--- src/rtl/fwd_hazard_scoreboard.sv ---
// Operand-forwarding selector with load-use / multicycle stall generation for the ID/EX boundary.
// Define FWD_HAZARD_PERF_EN to add saturating stall and forward performance counters.
module fwd_hazard_scoreboard #(
   parameter int unsigned REG_AW   = 5,
   parameter int unsigned NSTAGE   = 3,
   parameter int unsigned LD_READY = 2,
   parameter int unsigned MC_LAT   = 4,
   parameter int unsigned SEL_W    = $clog2(NSTAGE + 1)
) (
   input  logic              CLK,
   input  logic              Reset_L,
   input  logic              flush,
   input  logic              id_valid,
   input  logic [REG_AW-1:0] id_rs,
   input  logic [REG_AW-1:0] id_rt,
   input  logic              id_use_rs,
   input  logic              id_use_rt,
   input  logic [REG_AW-1:0] id_rw,
   input  logic              id_regwrite,
   input  logic              id_ld,
   input  logic              id_mc,
   output logic [SEL_W-1:0]  fwd_sel_a,
   output logic [SEL_W-1:0]  fwd_sel_b,
   output logic              stall,
   output logic              mc_busy,
   output logic              mc_done,
`ifdef FWD_HAZARD_PERF_EN
   output logic [31:0]       perf_stall_cnt,
   output logic [31:0]       perf_fwd_cnt,
`endif
   output logic [REG_AW-1:0] mc_rw
);

   localparam int unsigned CNT_W = $clog2(MC_LAT);

   logic [NSTAGE-1:0]             stValidQ, stValidD, stWrQ, stWrD, stLdQ, stLdD;
   logic [NSTAGE-1:0][REG_AW-1:0] stRwQ, stRwD;

   logic              mcBusyQ, mcBusyD, mcDoneQ, mcDoneD;
   logic [CNT_W-1:0]  mcCntQ, mcCntD;
   logic [REG_AW-1:0] mcRwQ, mcRwD;

   logic [SEL_W:0] lookA, lookB;
   logic           pendA, pendB, mcPend, mcDepA, mcDepB, enter, issue;

   // Returns {notReady, sel}; the youngest (lowest stage) producer wins.
   function automatic logic [SEL_W:0] lookup(
      input logic [REG_AW-1:0]             src,
      input logic                          srcUsed,
      input logic [NSTAGE-1:0]             vld,
      input logic [NSTAGE-1:0]             wr,
      input logic [NSTAGE-1:0]             ld,
      input logic [NSTAGE-1:0][REG_AW-1:0] rw
   );
      logic           found;
      logic [SEL_W:0] res;
      found = 1'b0;
      res   = '0;
      for (int unsigned k = 0; k < NSTAGE; k++) begin
         if (!found && vld[k] && wr[k] && rw[k] == src) begin
            found = 1'b1;
            if (!ld[k] || k + 1 >= LD_READY) res = {1'b0, SEL_W'(k + 1)};
            else                             res = {1'b1, {SEL_W{1'b0}}};
         end
      end
      if (!srcUsed || src == '0) res = '0;
      return res;
   endfunction

   assign lookA     = lookup(id_rs, id_use_rs, stValidQ, stWrQ, stLdQ, stRwQ);
   assign lookB     = lookup(id_rt, id_use_rt, stValidQ, stWrQ, stLdQ, stRwQ);
   assign fwd_sel_a = lookA[SEL_W-1:0];
   assign fwd_sel_b = lookB[SEL_W-1:0];
   assign pendA     = lookA[SEL_W];
   assign pendB     = lookB[SEL_W];

   // The mc result is never forwarded, so its readers wait until the done cycle.
   assign mcPend = mcBusyQ && !mcDoneQ;
   assign mcDepA = id_use_rs && id_rs != '0 && id_rs == mcRwQ;
   assign mcDepB = id_use_rt && id_rt != '0 && id_rt == mcRwQ;
   assign stall  = id_valid && !flush &&
                   (pendA || pendB || (mcPend && (mcDepA || mcDepB || id_mc)));
   assign enter  = id_valid && !flush && !stall;
   assign issue  = enter && id_mc;

   always_comb begin
      stValidD    = stValidQ;
      stWrD       = stWrQ;
      stLdD       = stLdQ;
      stRwD       = stRwQ;
      stValidD[0] = enter;
      stRwD[0]    = id_rw;
      stWrD[0]    = id_regwrite && !id_mc;
      stLdD[0]    = id_ld;
      for (int unsigned k = 1; k < NSTAGE; k++) begin
         stValidD[k] = stValidQ[k-1];
         stWrD[k]    = stWrQ[k-1];
         stLdD[k]    = stLdQ[k-1];
         stRwD[k]    = stRwQ[k-1];
      end
   end

   always_comb begin
      mcBusyD = mcBusyQ;
      mcCntD  = mcCntQ;
      mcRwD   = mcRwQ;
      mcDoneD = mcBusyQ && mcCntQ == CNT_W'(1);
      if (mcCntQ != '0) mcCntD = mcCntQ - CNT_W'(1);
      if (mcDoneQ)      mcBusyD = 1'b0;
      // A back-to-back issue in the done cycle reloads instead of releasing the unit.
      if (issue) begin
         mcBusyD = 1'b1;
         mcCntD  = CNT_W'(MC_LAT - 1);
         mcRwD   = id_rw;
      end
   end

   always_ff @(posedge CLK or negedge Reset_L) begin
      if (!Reset_L) begin
         stValidQ <= '0;
         stWrQ    <= '0;
         stLdQ    <= '0;
         stRwQ    <= '0;
         mcBusyQ  <= 1'b0;
         mcDoneQ  <= 1'b0;
         mcCntQ   <= '0;
         mcRwQ    <= '0;
      end else begin
         stValidQ <= stValidD;
         stWrQ    <= stWrD;
         stLdQ    <= stLdD;
         stRwQ    <= stRwD;
         mcBusyQ  <= mcBusyD;
         mcDoneQ  <= mcDoneD;
         mcCntQ   <= mcCntD;
         mcRwQ    <= mcRwD;
      end
   end

   assign mc_busy = mcBusyQ;
   assign mc_done = mcDoneQ;
   assign mc_rw   = mcRwQ;

`ifdef FWD_HAZARD_PERF_EN
   logic [31:0] perfStallQ, perfFwdQ;
   logic        fwdHit;

   assign fwdHit = id_valid && !stall && (fwd_sel_a != '0 || fwd_sel_b != '0);

   always_ff @(posedge CLK or negedge Reset_L) begin
      if (!Reset_L) begin
         perfStallQ <= '0;
         perfFwdQ   <= '0;
      end else begin
         if (stall && perfStallQ != '1) perfStallQ <= perfStallQ + 32'd1;
         if (fwdHit && perfFwdQ != '1)  perfFwdQ   <= perfFwdQ + 32'd1;
      end
   end

   assign perf_stall_cnt = perfStallQ;
   assign perf_fwd_cnt   = perfFwdQ;
`endif

endmodule
--- config.mk ---
export PLATFORM = sky130hd
export DESIGN_NAME = fwd_hazard_scoreboard
export DESIGN_NICKNAME = d
export VERILOG_FILES = /design/src/rtl/fwd_hazard_scoreboard.sv
export SDC_FILE = /design/constraint.sdc
export NUM_CORES = 1
export LEC_CHECK = 0
export CAP_MARGIN = 5
export CORE_ASPECT_RATIO = 1.1
export CORE_UTILIZATION = 25
export DETAILED_ROUTE_END_ITERATION = 6
export DONT_BUFFER_PORTS = 1
export HOLD_SLACK_MARGIN = 0.08
export SLEW_MARGIN = 20
export SYNTH_ARGS = -nofsm -noshare
export SYNTH_HDL_FRONTEND = slang
export SYNTH_SLANG_ARGS = --single-unit
--- constraint.sdc ---
create_clock -name CLK -period 2.32 [get_ports CLK]
set_input_delay 0.348 -clock CLK [delete_from_list [all_inputs] [get_ports CLK]]
set_output_delay 0.348 -clock CLK [all_outputs]
set_load 0.03 [all_outputs]
==> impl_metrics.json <==
{
  "synth_edf_count": 0,
  "htree_levels": 2,
  "worstHoldPathCells": 1,
  "yosys.area.top_type": "dfrtp_1",
  "cap_violations": 0,
  "critPathLaunch": "stRwQ[14]",
  "rsz0062_at_grt": "true",
  "r2r-start": "stRwD[8]",
  "clock_skew_ns": 0.00730,
  "grt_max_degree": 32,
  "worstSkewPairLatency_ns": 0.28,
  "num_vias": 1090,
  "async_flop_share_pct": 100,
  "ys_ff_latch": 31,
  "yosys-top-cells-count": "dfrtp_1 (31), xnor2_1 (22), xor2_1 (19)",
  "cts_buffers": 5,
  "drt-total-wl_um": 3600,
  "worst_pin_slew_ns": 0.419,
  "drv_slew": 0,
  "grt_busiest_layer": "met2",
  "layout-drive-gt1-share_pct": 26.7,
  "setup_viol": 0,
  "viasPerCell": 4.52,
  "p_per_area_mw_per_mm2": 853,
  "gp_congestion": 0.746,
  "worst_ir_drop_vdd_mv": 0.395,
  "ioPinCount": 36,
  "start_kind": "register",
  "die_height_um": 86.5,
  "grt_antenna_before_repair": 0,
  "synth_most_common_cell": "dfrtp_1",
  "die_area_mm2": 0.00682,
  "min_path_type": "input port to register",
  "relSlewSlack_pct": 72.1,
  "syn_nets": 168,
  "yosys-top-cells-area": "dfrtp_1 (48%), xnor2_1 (12%), xor2_1 (10%)",
  "slowest_delay_ns": 0.40,
  "syn_to_final_growth_pct": 25.3,
  "arrival_ns": 1.94,
  "r2r-end": "mc_rw[4]",
  "finalHoldViolations": 0,
  "layoutNonFillerInstCount": 241,
  "crit_required_ns": 1.97,
  "synth-warning-count": 0,
  "gr-usage-met1_pct": 12.3,
  "rr_worst_depth": 6,
  "layout.nets": 186,
  "synth.distinct_cells": 34,
  "slowest_stage": "dfrtp_1",
  "crit_path_end_kind": "output port",
  "die_w_um": 78.8,
  "synthFlopType": "dfrtp_1",
  "rows": 30,
  "synth_top_cell_area_share_pct": 47.8,
  "use_met3_pct": 5.37,
  "synth_area_mm2": 0.00162,
  "cts_sinks": 31,
  "drc": 0,
  "start_util_pct": 26.0,
  "crit_chain": "xnor2_1 -> nand4_1 -> or3_4 -> or3b_4 -> a21oi_2 -> buf_6",
  "postLayoutSetupSlackWorst_ns": 0.0308,
  "grt-ovfl-total": 0,
  "clockBufferDepth": 2,
  "cts_tree": "done",
  "path_class": "register to output port",
  "core_mm2": 0.00623,
  "synth.avg_cell_area_um2": 11.4,
  "status": "complete, no violations",
  "cts.clk_slew.worst_paths_ns": 0.07,
  "r2r_setup_slack_ns": 0.39,
  "grt.met2_usage_pct": 20.7,
  "grt_pass1_wl_um": 5870,
  "power_mw": 1.73,
  "critPathMaxFanout": 2,
  "ant_nets": 0,
  "dr.pass1.iters": 4,
  "cts-root-buf": "clkbuf_8",
  "num_antenna_cells": 0,
  "dp.cells": 219,
  "drt-initial-drc-count": 32,
  "clock.fmax_ghz": 0.437,
  "leakage_nw": 0.831,
  "crit_end": "fwd_sel_b[0]",
  "ys_seq_area_share_pct": 47.8,
  "grt_pass1_vias": 1146,
  "avgRoutedWirePerCell_um": 14.9,
  "place_ws_ns": 0.109,
  "syn_inst": 142,
  "finalCritPeriodShare_pct": 98.7,
  "portBuffers": 0,
  "track_usage_pct": 12.0,
  "fillers": 659,
  "post-route-min-period_ns": 2.29
}
-- cells by family after synthesis --
family          after synthesis  share of synthesized area, %
xor+xnor                     41                          22.1
simple gates                 37                          13.4
compound gates               11                          5.40
fa+ha+maj                     2                          1.54
flops                        31                          47.8
mux                           6                          5.32
buf+inv                      14                          4.39
-- where the power goes --
part           internal [mW]  leakage (nW)  switching (mW)
combinational          0.232         0.411           0.158
clock                  0.270        0.0515           0.187
sequential             0.647         0.369           0.239
-- stage by stage --
stage	hold WS, ns	TNS [ns]	util, %	cell area [um2]
2_1_floorplan	0.0524	-0.0470	-	1630
3_3_place_gp	0.0539	0	27.7	1730
6_report	0.124	0	32.6	2030
4_1_cts	0.0803	-0.00337	30.8	1920
5_1_grt	0.119	-0.123	32.6	2030
3_5_place_dp	0.0541	0	27.7	1730
-- worst min-delay path by stage --
stage | start | slack, ns | end
2_1_floorplan | Reset_L | 0.05 | mcCntQ[0]
3_3_place_gp | Reset_L | 0.05 | stRwQ[14]
3_5_place_dp | Reset_L | 0.05 | stRwQ[11]
4_1_cts | id_rw[0] | 0.08 | stRwD[5]
5_1_grt | id_mc | 0.12 | stWrQ[0]
6_report | id_mc | 0.12 | stWrQ[0]
-- layer usage --
metal | vias to the layer above | routed length [um] | share of wire, %
li1 | 519 | - | -
met1 | 537 | 1370 | 38
met2 | 26 | 1850 | 51
met3 | 8 | 289 | 8.0
met4 | 0 | 94 | 2.6
met5 | - | 0 | 0
-- what timing repair did --
item                       in CTS  in global routing
hold buffers                    2                  6
setup buffers                   3                  3
resized for setup               7                  8
setup endpoints to repair       2                  5
pin swaps                       5                  5
hold endpoints to repair       31                  6
-- worst max-delay path, delay by kind of cell, from the launching register on --
kind            cells  cell delay (ns)
xor+xnor            1             0.15
buf+inv             1             0.15
compound gates      1             0.15
flops               1             0.40
simple gates        3             0.83
-- flip-flops by register name, indices dropped and copies added (netlist names) --
name	cells
mc_done	1
stLdQ	1
mc_rw	5
stValidQ	3
mcCntQ	2
mc_busy	1
stRwD	10
stRwQ	5
stWrQ	3
-- final cells by class --
cell class                      count  area [um2]  area share [%]
Timing Repair Buffer               22         203            9.97
Tap cell                           80         100            4.92
Clock buffer                        8         100            4.92
Inverter                            3        11.3           0.554
Multi-Input combinational cell     97         840            41.3
Sequential cell                    31         779            38.3
-- cell usage in the layout, fill, tap and decap left out, drive strengths merged, types with 2 or more instances in the layout --
cell type | netlist | final
nand3 | 3 | 3
or4 | 2 | 2
nor4 | 4 | 4
mux2 | 6 | 6
o21ai | 3 | 3
nor2 | 2 | 2
dfrtp | 31 | 31
nor4b | 2 | 2
nor2b | 2 | 2
a21oi | 2 | 2
nand2 | 7 | 7
xnor2 | 22 | 22
nand4 | 7 | 7
inv | 3 | 3
nor3 | 3 | 3
buf | 5 | 15
dlygate4sd3 | 0 | 7
ha | 2 | 2
clkbuf | 6 | 8
xor2 | 19 | 19
Power figures use the tool's default switching activity.
